$ cat src/rtl/regbank_wr_arbiter.sv
// regbank_wr_arbiter
// ------------------
// Round-robin arbiter sharing the single write port of the register bank
// among NREQ requesters (ALU writeback, load unit, debug port, ...).
// A winner owns the port until it drops its request, flags its last beat,
// or has written MAX_BURST beats. Exactly one arbitration (IDLE) cycle
// separates consecutive owners.
//
// Optional feature (macro REGARB_PRIO0_EN): requester 0 wins every
// arbitration it takes part in, and its release does not advance the
// round-robin pointer. Ownership is never preempted mid-burst.
//
// Ports:
//   clk       in   rising-edge clock
//   reset     in   asynchronous, active-high reset
//   req       in   [NREQ]        per-requester request / beat valid
//   req_last  in   [NREQ]        per-requester last-beat flag
//   req_addr  in   [NREQ*ADDR_W] packed addresses, slice i at [i*ADDR_W +: ADDR_W]
//   req_data  in   [NREQ*WIDTH]  packed data, slice i at [i*WIDTH +: WIDTH]
//   gnt       out  [NREQ]        registered one-hot grant
//   wr_en     out                registered bank write strobe
//   wr_addr   out  [ADDR_W]      registered bank write address
//   wr_data   out  [WIDTH]       registered bank write data
//   busy      out                registered, high while a requester owns the port

module regbank_wr_arbiter #(
  parameter int NREQ      = 4,
  parameter int WIDTH     = 9,
  parameter int ADDR_W    = 3,
  parameter int MAX_BURST = 4
) (
  input  logic                     clk,
  input  logic                     reset,
  input  logic [NREQ-1:0]          req,
  input  logic [NREQ-1:0]          req_last,
  input  logic [NREQ*ADDR_W-1:0]   req_addr,
  input  logic [NREQ*WIDTH-1:0]    req_data,
  output logic [NREQ-1:0]          gnt,
  output logic                     wr_en,
  output logic [ADDR_W-1:0]        wr_addr,
  output logic [WIDTH-1:0]         wr_data,
  output logic                     busy
);

  localparam int          IDX_W     = (NREQ > 1) ? $clog2(NREQ) : 1;
  localparam logic [3:0]  LAST_BEAT = 4'(MAX_BURST - 1);

  typedef enum logic {
    IDLE = 1'b0,
    OWN  = 1'b1
  } state_t;

  state_t              state_r;
  logic [IDX_W-1:0]    ptr_r;
  logic [IDX_W-1:0]    owner_r;
  logic [3:0]          beat_cnt_r;
  logic [NREQ-1:0]     gnt_r;
  logic                wr_en_r;
  logic [ADDR_W-1:0]   wr_addr_r;
  logic [WIDTH-1:0]    wr_data_r;
  logic                busy_r;

  logic                found_s;
  logic [IDX_W-1:0]    win_s;
  logic                beat_s;
  logic                last_s;
  logic [ADDR_W-1:0]   sel_addr_s;
  logic [WIDTH-1:0]    sel_data_s;
  logic                release_s;
  logic [IDX_W-1:0]    rel_ptr_s;

  // Successor index, wrapping modulo NREQ (NREQ need not be a power of two).
  function automatic logic [IDX_W-1:0] next_idx(input logic [IDX_W-1:0] i);
    if (i == IDX_W'(NREQ - 1)) begin
      return {IDX_W{1'b0}};
    end else begin
      return i + IDX_W'(1);
    end
  endfunction

  // One-hot decode of a requester index.
  function automatic logic [NREQ-1:0] onehot(input logic [IDX_W-1:0] i);
    logic [NREQ-1:0] v;
    v = {NREQ{1'b0}};
    for (int k = 0; k < NREQ; k++) begin
      if (i == IDX_W'(k)) begin
        v[k] = 1'b1;
      end else begin
        v[k] = 1'b0;
      end
    end
    return v;
  endfunction

  // Winner search: first pass covers indices at or above ptr, second pass
  // the wrapped-around indices below ptr, giving a modulo-NREQ scan.
  always_comb begin
    found_s = 1'b0;
    win_s   = ptr_r;
    for (int i = 0; i < NREQ; i++) begin
      if (!found_s && req[i] && (IDX_W'(i) >= ptr_r)) begin
        found_s = 1'b1;
        win_s   = IDX_W'(i);
      end else begin
        found_s = found_s;
      end
    end
    for (int i = 0; i < NREQ; i++) begin
      if (!found_s && req[i] && (IDX_W'(i) < ptr_r)) begin
        found_s = 1'b1;
        win_s   = IDX_W'(i);
      end else begin
        found_s = found_s;
      end
    end
`ifdef REGARB_PRIO0_EN
    if (req[0]) begin
      found_s = 1'b1;
      win_s   = {IDX_W{1'b0}};
    end else begin
      found_s = found_s;
    end
`endif
  end

  // Select the current owner's request, last flag, address and data.
  always_comb begin
    beat_s     = 1'b0;
    last_s     = 1'b0;
    sel_addr_s = {ADDR_W{1'b0}};
    sel_data_s = {WIDTH{1'b0}};
    for (int i = 0; i < NREQ; i++) begin
      if (owner_r == IDX_W'(i)) begin
        beat_s     = req[i];
        last_s     = req_last[i];
        sel_addr_s = req_addr[i*ADDR_W +: ADDR_W];
        sel_data_s = req_data[i*WIDTH +: WIDTH];
      end else begin
        beat_s = beat_s;
      end
    end
  end

  // Release conditions while owning; the forced-release beat is still written.
  always_comb begin
    release_s = !beat_s || last_s || (beat_cnt_r == LAST_BEAT);
`ifdef REGARB_PRIO0_EN
    if (owner_r == {IDX_W{1'b0}}) begin
      rel_ptr_s = ptr_r;
    end else begin
      rel_ptr_s = next_idx(owner_r);
    end
`else
    rel_ptr_s = next_idx(owner_r);
`endif
  end

  // Arbitration FSM with registered grant and write-port outputs.
  always_ff @(posedge clk or posedge reset) begin
    if (reset) begin
      state_r    <= IDLE;
      ptr_r      <= {IDX_W{1'b0}};
      owner_r    <= {IDX_W{1'b0}};
      beat_cnt_r <= 4'd0;
      gnt_r      <= {NREQ{1'b0}};
      wr_en_r    <= 1'b0;
      wr_addr_r  <= {ADDR_W{1'b0}};
      wr_data_r  <= {WIDTH{1'b0}};
      busy_r     <= 1'b0;
    end else begin
      case (state_r)
        IDLE: begin
          wr_en_r <= 1'b0;
          if (found_s) begin
            state_r    <= OWN;
            owner_r    <= win_s;
            beat_cnt_r <= 4'd0;
            gnt_r      <= onehot(win_s);
            busy_r     <= 1'b1;
          end else begin
            gnt_r  <= {NREQ{1'b0}};
            busy_r <= 1'b0;
          end
        end
        OWN: begin
          if (beat_s) begin
            wr_en_r    <= 1'b1;
            wr_addr_r  <= sel_addr_s;
            wr_data_r  <= sel_data_s;
            beat_cnt_r <= beat_cnt_r + 4'd1;
          end else begin
            // address and data hold; only the strobe drops
            wr_en_r <= 1'b0;
          end
          if (release_s) begin
            state_r <= IDLE;
            gnt_r   <= {NREQ{1'b0}};
            busy_r  <= 1'b0;
            ptr_r   <= rel_ptr_s;
          end else begin
            state_r <= OWN;
          end
        end
        default: begin
          state_r <= IDLE;
          gnt_r   <= {NREQ{1'b0}};
          wr_en_r <= 1'b0;
          busy_r  <= 1'b0;
        end
      endcase
    end
  end

  assign gnt     = gnt_r;
  assign wr_en   = wr_en_r;
  assign wr_addr = wr_addr_r;
  assign wr_data = wr_data_r;
  assign busy    = busy_r;

endmodule

$ cat config.mk
export PLATFORM = sky130hd
export DESIGN_NAME = regbank_wr_arbiter
export DESIGN_NICKNAME = d
export VERILOG_FILES = /design/src/rtl/regbank_wr_arbiter.sv
export SDC_FILE = /design/constraint.sdc
export NUM_CORES = 1
export LEC_CHECK = 0
export ABC_AREA = 1
export BUFFER_PORTS_ARGS = -buffer_cell sky130_fd_sc_hd__buf_4
export CAP_MARGIN = 20
export CORE_MARGIN = 5
export CORE_UTILIZATION = 35
export DETAILED_ROUTE_END_ITERATION = 8
export GPL_ROUTABILITY_DRIVEN = 1
export GPL_TIMING_DRIVEN = 0
export PLACE_DENSITY = 0.73
export SLEW_MARGIN = 0
export SYNTH_ARGS = -nofsm -noshare
export SYNTH_HDL_FRONTEND = slang
export SYNTH_SLANG_ARGS = --single-unit
$ cat constraint.sdc
create_clock -name clk -period 3 [get_ports clk]
set_clock_uncertainty 0.15 [all_clocks]
set_input_delay 0.3 -clock clk [delete_from_list [all_inputs] [get_ports clk]]
set_output_delay 0.3 -clock clk [all_outputs]
set_load 0.01 [all_outputs]
==> impl_metrics.xml <==
<?xml version="1.0" encoding="UTF-8"?>
<metrics>
  <group name="worst_setup_path">
    <metric name="cp_delay_by_family_top" unit="">buffers and inverters</metric>
    <metric name="crit_path_cells" unit="">inv_1 &gt; ha_1 &gt; inv_2 &gt; clkbuf_1 &gt; nand3_1 &gt; nand2_1 &gt; o21ai_0 &gt; nand2_1 &gt; o21ai_0 &gt; o21ai_1</metric>
    <metric name="crit_arrival" unit="ns">2.08</metric>
    <metric name="worst-path-buf-inv" unit="">3</metric>
    <metric name="slowest_stage_delay_on_critical_path" unit="ns">0.38</metric>
    <metric name="worstPathRequired" unit="ns">3.05</metric>
    <metric name="timing.critical_path.fanout_max" unit="">10</metric>
    <metric name="setup.worst_path.class" unit="">flop to flop</metric>
    <metric name="setup.worst_path.end_class" unit="">flop</metric>
    <metric name="worstSetupStartpointType" unit="">flop</metric>
    <metric name="critical_path.slowest_cell" unit="">sky130_fd_sc_hd__dfrtp_1</metric>
  </group>
  <group name="finish">
    <metric name="final_nets" unit="">379</metric>
    <metric name="layout-drive-gt1-share" unit="%">28.3</metric>
    <metric name="antenna-diode-count" unit="">0</metric>
    <metric name="finalCoreUtilization" unit="%">51.2</metric>
    <metric name="num-fill-cells" unit="">489</metric>
    <metric name="layout-area-overhead-vs-synth" unit="%">42.2</metric>
  </group>
  <group name="yosys">
    <metric name="synth_seq_cells" unit="">27</metric>
    <metric name="post_synth_instance_area" unit="um2">1690</metric>
    <metric name="synthesized_netlist_cell_count" unit="">234</metric>
    <metric name="yosys_warnings" unit="">0</metric>
    <metric name="ys_seq_area_share" unit="%">40.0</metric>
    <metric name="syn_nets" unit="">297</metric>
    <metric name="unique_masters_post_synth" unit="">23</metric>
    <metric name="synth_area_per_cell" unit="um2">7.22</metric>
  </group>
  <group name="worst_hold_path">
    <metric name="hp-class" unit="">input port to flop</metric>
  </group>
  <group name="global_route">
    <metric name="grtUsageMet3" unit="%">7.56</metric>
    <metric name="congestion_overflow_gr" unit="">0</metric>
    <metric name="grt_util_met1" unit="%">18.2</metric>
    <metric name="grt_pass1_vias" unit="">1802</metric>
    <metric name="grt_use_met2" unit="%">25.7</metric>
    <metric name="grt_usage" unit="%">15.5</metric>
    <metric name="grt_antenna_before_repair" unit="">0</metric>
    <metric name="busiest_layer" unit="">met2</metric>
    <metric name="grt_start_max_net_pins" unit="">28</metric>
    <metric name="grt_pass1_wl" unit="mm">7.82</metric>
  </group>
  <group name="timing">
    <metric name="tightestPinTransition" unit="ns">0.426</metric>
    <metric name="finalWorstSetupSlack" unit="ns">0.969</metric>
    <metric name="hold_viol_final" unit="">0</metric>
    <metric name="worst_slew_margin_rel" unit="%">71.6</metric>
    <metric name="min_period_over_period" unit="%">67.7</metric>
    <metric name="setup-violations-final" unit="">0</metric>
    <metric name="fmax" unit="GHz">0.492</metric>
    <metric name="setup_repair_after_global_routing_missed_its_margin" unit="">no</metric>
    <metric name="report.final.slew_viol_count" unit="">0</metric>
    <metric name="hold-worst-slack" unit="ns">0.159</metric>
    <metric name="timing.setup.tns" unit="ns">0</metric>
    <metric name="layout_min_cycle_time" unit="ns">2.03</metric>
  </group>
  <group name="die">
    <metric name="count_of_boundary_i_o_pins" unit="">76</metric>
    <metric name="die_width" unit="um">79.5</metric>
    <metric name="floorplan.initialDensity" unit="%">36.0</metric>
    <metric name="die_height" unit="um">79.5</metric>
    <metric name="rows" unit="">25</metric>
    <metric name="die_area" unit="um2">6320</metric>
    <metric name="core" unit="um2">4690</metric>
  </group>
  <group name="routing">
    <metric name="dr_total_vias" unit="">1861</metric>
    <metric name="drt.antenna.violating_nets" unit="">0</metric>
    <metric name="drt-wirelength-per-cell" unit="um">12.8</metric>
    <metric name="number_of_search_and_repair_iterations_in_the_first_detailed_routing_pass" unit="">4</metric>
    <metric name="route.detailed.vias_per_inst" unit="">5.04</metric>
    <metric name="drt_wl_total" unit="mm">4.73</metric>
    <metric name="drt_drc_violations_left" unit="">0</metric>
    <metric name="detail_route.iter0.violations" unit="">81</metric>
  </group>
  <group name="pwr">
    <metric name="cellPowerDensity" unit="nW/um2">930</metric>
    <metric name="total_leakage_power" unit="nW">1.25</metric>
    <metric name="worst_ir_drop_vdd" unit="uV">469</metric>
  </group>
  <group name="placed_design">
    <metric name="place.port_buffers" unit="">75</metric>
    <metric name="hpwlAfterDp" unit="mm">3.83</metric>
    <metric name="gp_congestion" unit="">0.790</metric>
    <metric name="preCtsSetupSlack" unit="ns">0.991</metric>
  </group>
  <group name="clocking">
    <metric name="total_clock_sinks" unit="">27</metric>
    <metric name="cts_setup_buffers" unit="">0</metric>
    <metric name="tritoncts" unit="">yes</metric>
    <metric name="cts.clk_slew.worst_paths" unit="ns">0.09</metric>
    <metric name="insertion_delay" unit="ns">0.27</metric>
    <metric name="cts-htree-levels" unit="">1</metric>
    <metric name="root_buffer" unit="">sky130_fd_sc_hd__clkbuf_8</metric>
    <metric name="clock_path_buffers" unit="">2</metric>
    <metric name="cts-buffers-inserted" unit="">3</metric>
  </group>
  <group name="job">
    <metric name="drv.max_cap_violation_count" unit="">0</metric>
  </group>
  <group name="run_status">
    <metric name="outcome" unit="">completed</metric>
  </group>
</metrics>
[layer usage]
metal,routed length [um],up-vias
li1,-,947
met3,585,9
met2,2160,72
met5,0,-
met4,55,0
met1,1920,833
[registers in the layout (all words and copies together) (netlist names)]
register,count
wr_data,9
wr_addr,3
beat_cnt_r,4
busy,1
owner_r,2
state_r,1
wr_en,1
gnt,4
ptr_r,2
[cell usage in the layout (no fill, tap or decap), types with 4 or more instances in the layout]
cell type                  netlist  layout
sky130_fd_sc_hd__buf_4           1      76
sky130_fd_sc_hd__nand2_1        66      66
sky130_fd_sc_hd__o21ai_0        28      28
sky130_fd_sc_hd__dfrtp_1        27      27
sky130_fd_sc_hd__nand3_1        22      22
sky130_fd_sc_hd__o21ai_1        19      19
sky130_fd_sc_hd__a21oi_1        18      18
sky130_fd_sc_hd__inv_1          13      13
sky130_fd_sc_hd__nor2_1          8       8
sky130_fd_sc_hd__clkbuf_1        6       7
sky130_fd_sc_hd__ha_1            5       5
sky130_fd_sc_hd__nand4_1         4       4
[worst register-to-register path, delay by kind of cell (launching register included)]
| family | cells | cell delay, ns |
|---|---|---|
| AO/OA/AOI/OAI | 3 | 0.31 |
| AND/OR/NAND/NOR | 3 | 0.32 |
| adder cells (fa/ha/maj) | 1 | 0.25 |
| buffers and inverters | 3 | 0.55 |
| flip-flops | 1 | 0.38 |
[path summary, 6_finish.rpt]
path	slack, ns	end	cells after the start	startpoint
setup / recovery	0.97	wr_data[7]	10	owner_r[1]
hold / removal	0.16	wr_addr[0]	3	req_addr[9]
setup reg to reg	0.97	wr_data[7]	10	owner_r[1]
hold reg to reg	0.33	busy	2	busy
max in group asynchronous	2.00	gnt[0]	4	reset
min in group asynchronous	0.33	wr_data[6]	3	reset
[cell families after synthesis]
kind of cell	synth area share, %
and+or+nand+nor	26.1
AOI/OAI and AO/OA	21.5
buffers and inverters	7.63
DFF	40.0
adders and majority gates	3.70
xor gates and xnor gates	1.04
[repair_timing]
action | 4_1_cts | 5_1_grt
endpoints found under the hold margin | 0 | 2
resized for setup | 0 | 0
hold buffers | 0 | 1
[cell usage after synthesis]
| cell | count | area [um2] |
|---|---|---|
| sky130_fd_sc_hd__buf_2 | 1 | 5.00 |
| sky130_fd_sc_hd__xor2_1 | 1 | 8.76 |
| sky130_fd_sc_hd__buf_6 | 3 | 33.8 |
| sky130_fd_sc_hd__buf_4 | 1 | 7.51 |
| sky130_fd_sc_hd__nand4_1 | 4 | 25.0 |
| sky130_fd_sc_hd__a21oi_1 | 18 | 90.1 |
| sky130_fd_sc_hd__nand3_1 | 22 | 110 |
| sky130_fd_sc_hd__o21bai_1 | 1 | 7.51 |
| sky130_fd_sc_hd__o21ai_0 | 28 | 140 |
| sky130_fd_sc_hd__o211ai_1 | 3 | 22.5 |
| sky130_fd_sc_hd__a22oi_1 | 1 | 7.51 |
| sky130_fd_sc_hd__nand2_2 | 1 | 6.26 |
| sky130_fd_sc_hd__nor2_1 | 8 | 30.0 |
| sky130_fd_sc_hd__nand2_1 | 66 | 248 |
| sky130_fd_sc_hd__ha_1 | 5 | 62.6 |
| sky130_fd_sc_hd__clkinv_1 | 1 | 3.75 |
| sky130_fd_sc_hd__inv_1 | 13 | 48.8 |
| sky130_fd_sc_hd__dfrtp_1 | 27 | 676 |
| sky130_fd_sc_hd__xnor2_1 | 1 | 8.76 |
| sky130_fd_sc_hd__clkbuf_1 | 6 | 22.5 |
| sky130_fd_sc_hd__o21ai_1 | 19 | 95.1 |
| sky130_fd_sc_hd__nor2_4 | 2 | 22.5 |
| sky130_fd_sc_hd__inv_2 | 2 | 7.51 |
[through the flow]
stage | instance area [um2] | instances | total power [mW]
finish | 2400 | 369 | 2.23
global route | 2400 | 369 | 2.50
CTS | 2360 | 367 | 2.27
detailed placement | 2320 | 363 | 2.05
global placement | 2320 | 363 | 2.03
floorplan | 1690 | 234 | 1.57
[area by class of cell]
class / instances / area [um2] / area share, %
multi-input cells: 180 / 885 / 36.8
flip-flops and latches: 27 / 676 / 28.1
repair buffers: 77 / 601 / 25.0
plain buffers: 11 / 68.8 / 2.86
well taps: 54 / 67.6 / 2.81
inverters: 16 / 60.1 / 2.50
clock buffers: 4 / 45.0 / 1.88
[power breakdown]
part / total [mW] / switching [mW] / internal [mW] / leakage (nW)
combinational: 1.40 / 0.823 / 0.582 / 0.889
sequential: 0.627 / 0.101 / 0.525 / 0.339
clock: 0.203 / 0.108 / 0.0951 / 0.0228
total: 2.23 / 1.03 / 1.20 / 1.25
Note: power is estimated with default switching activity, not from simulation.
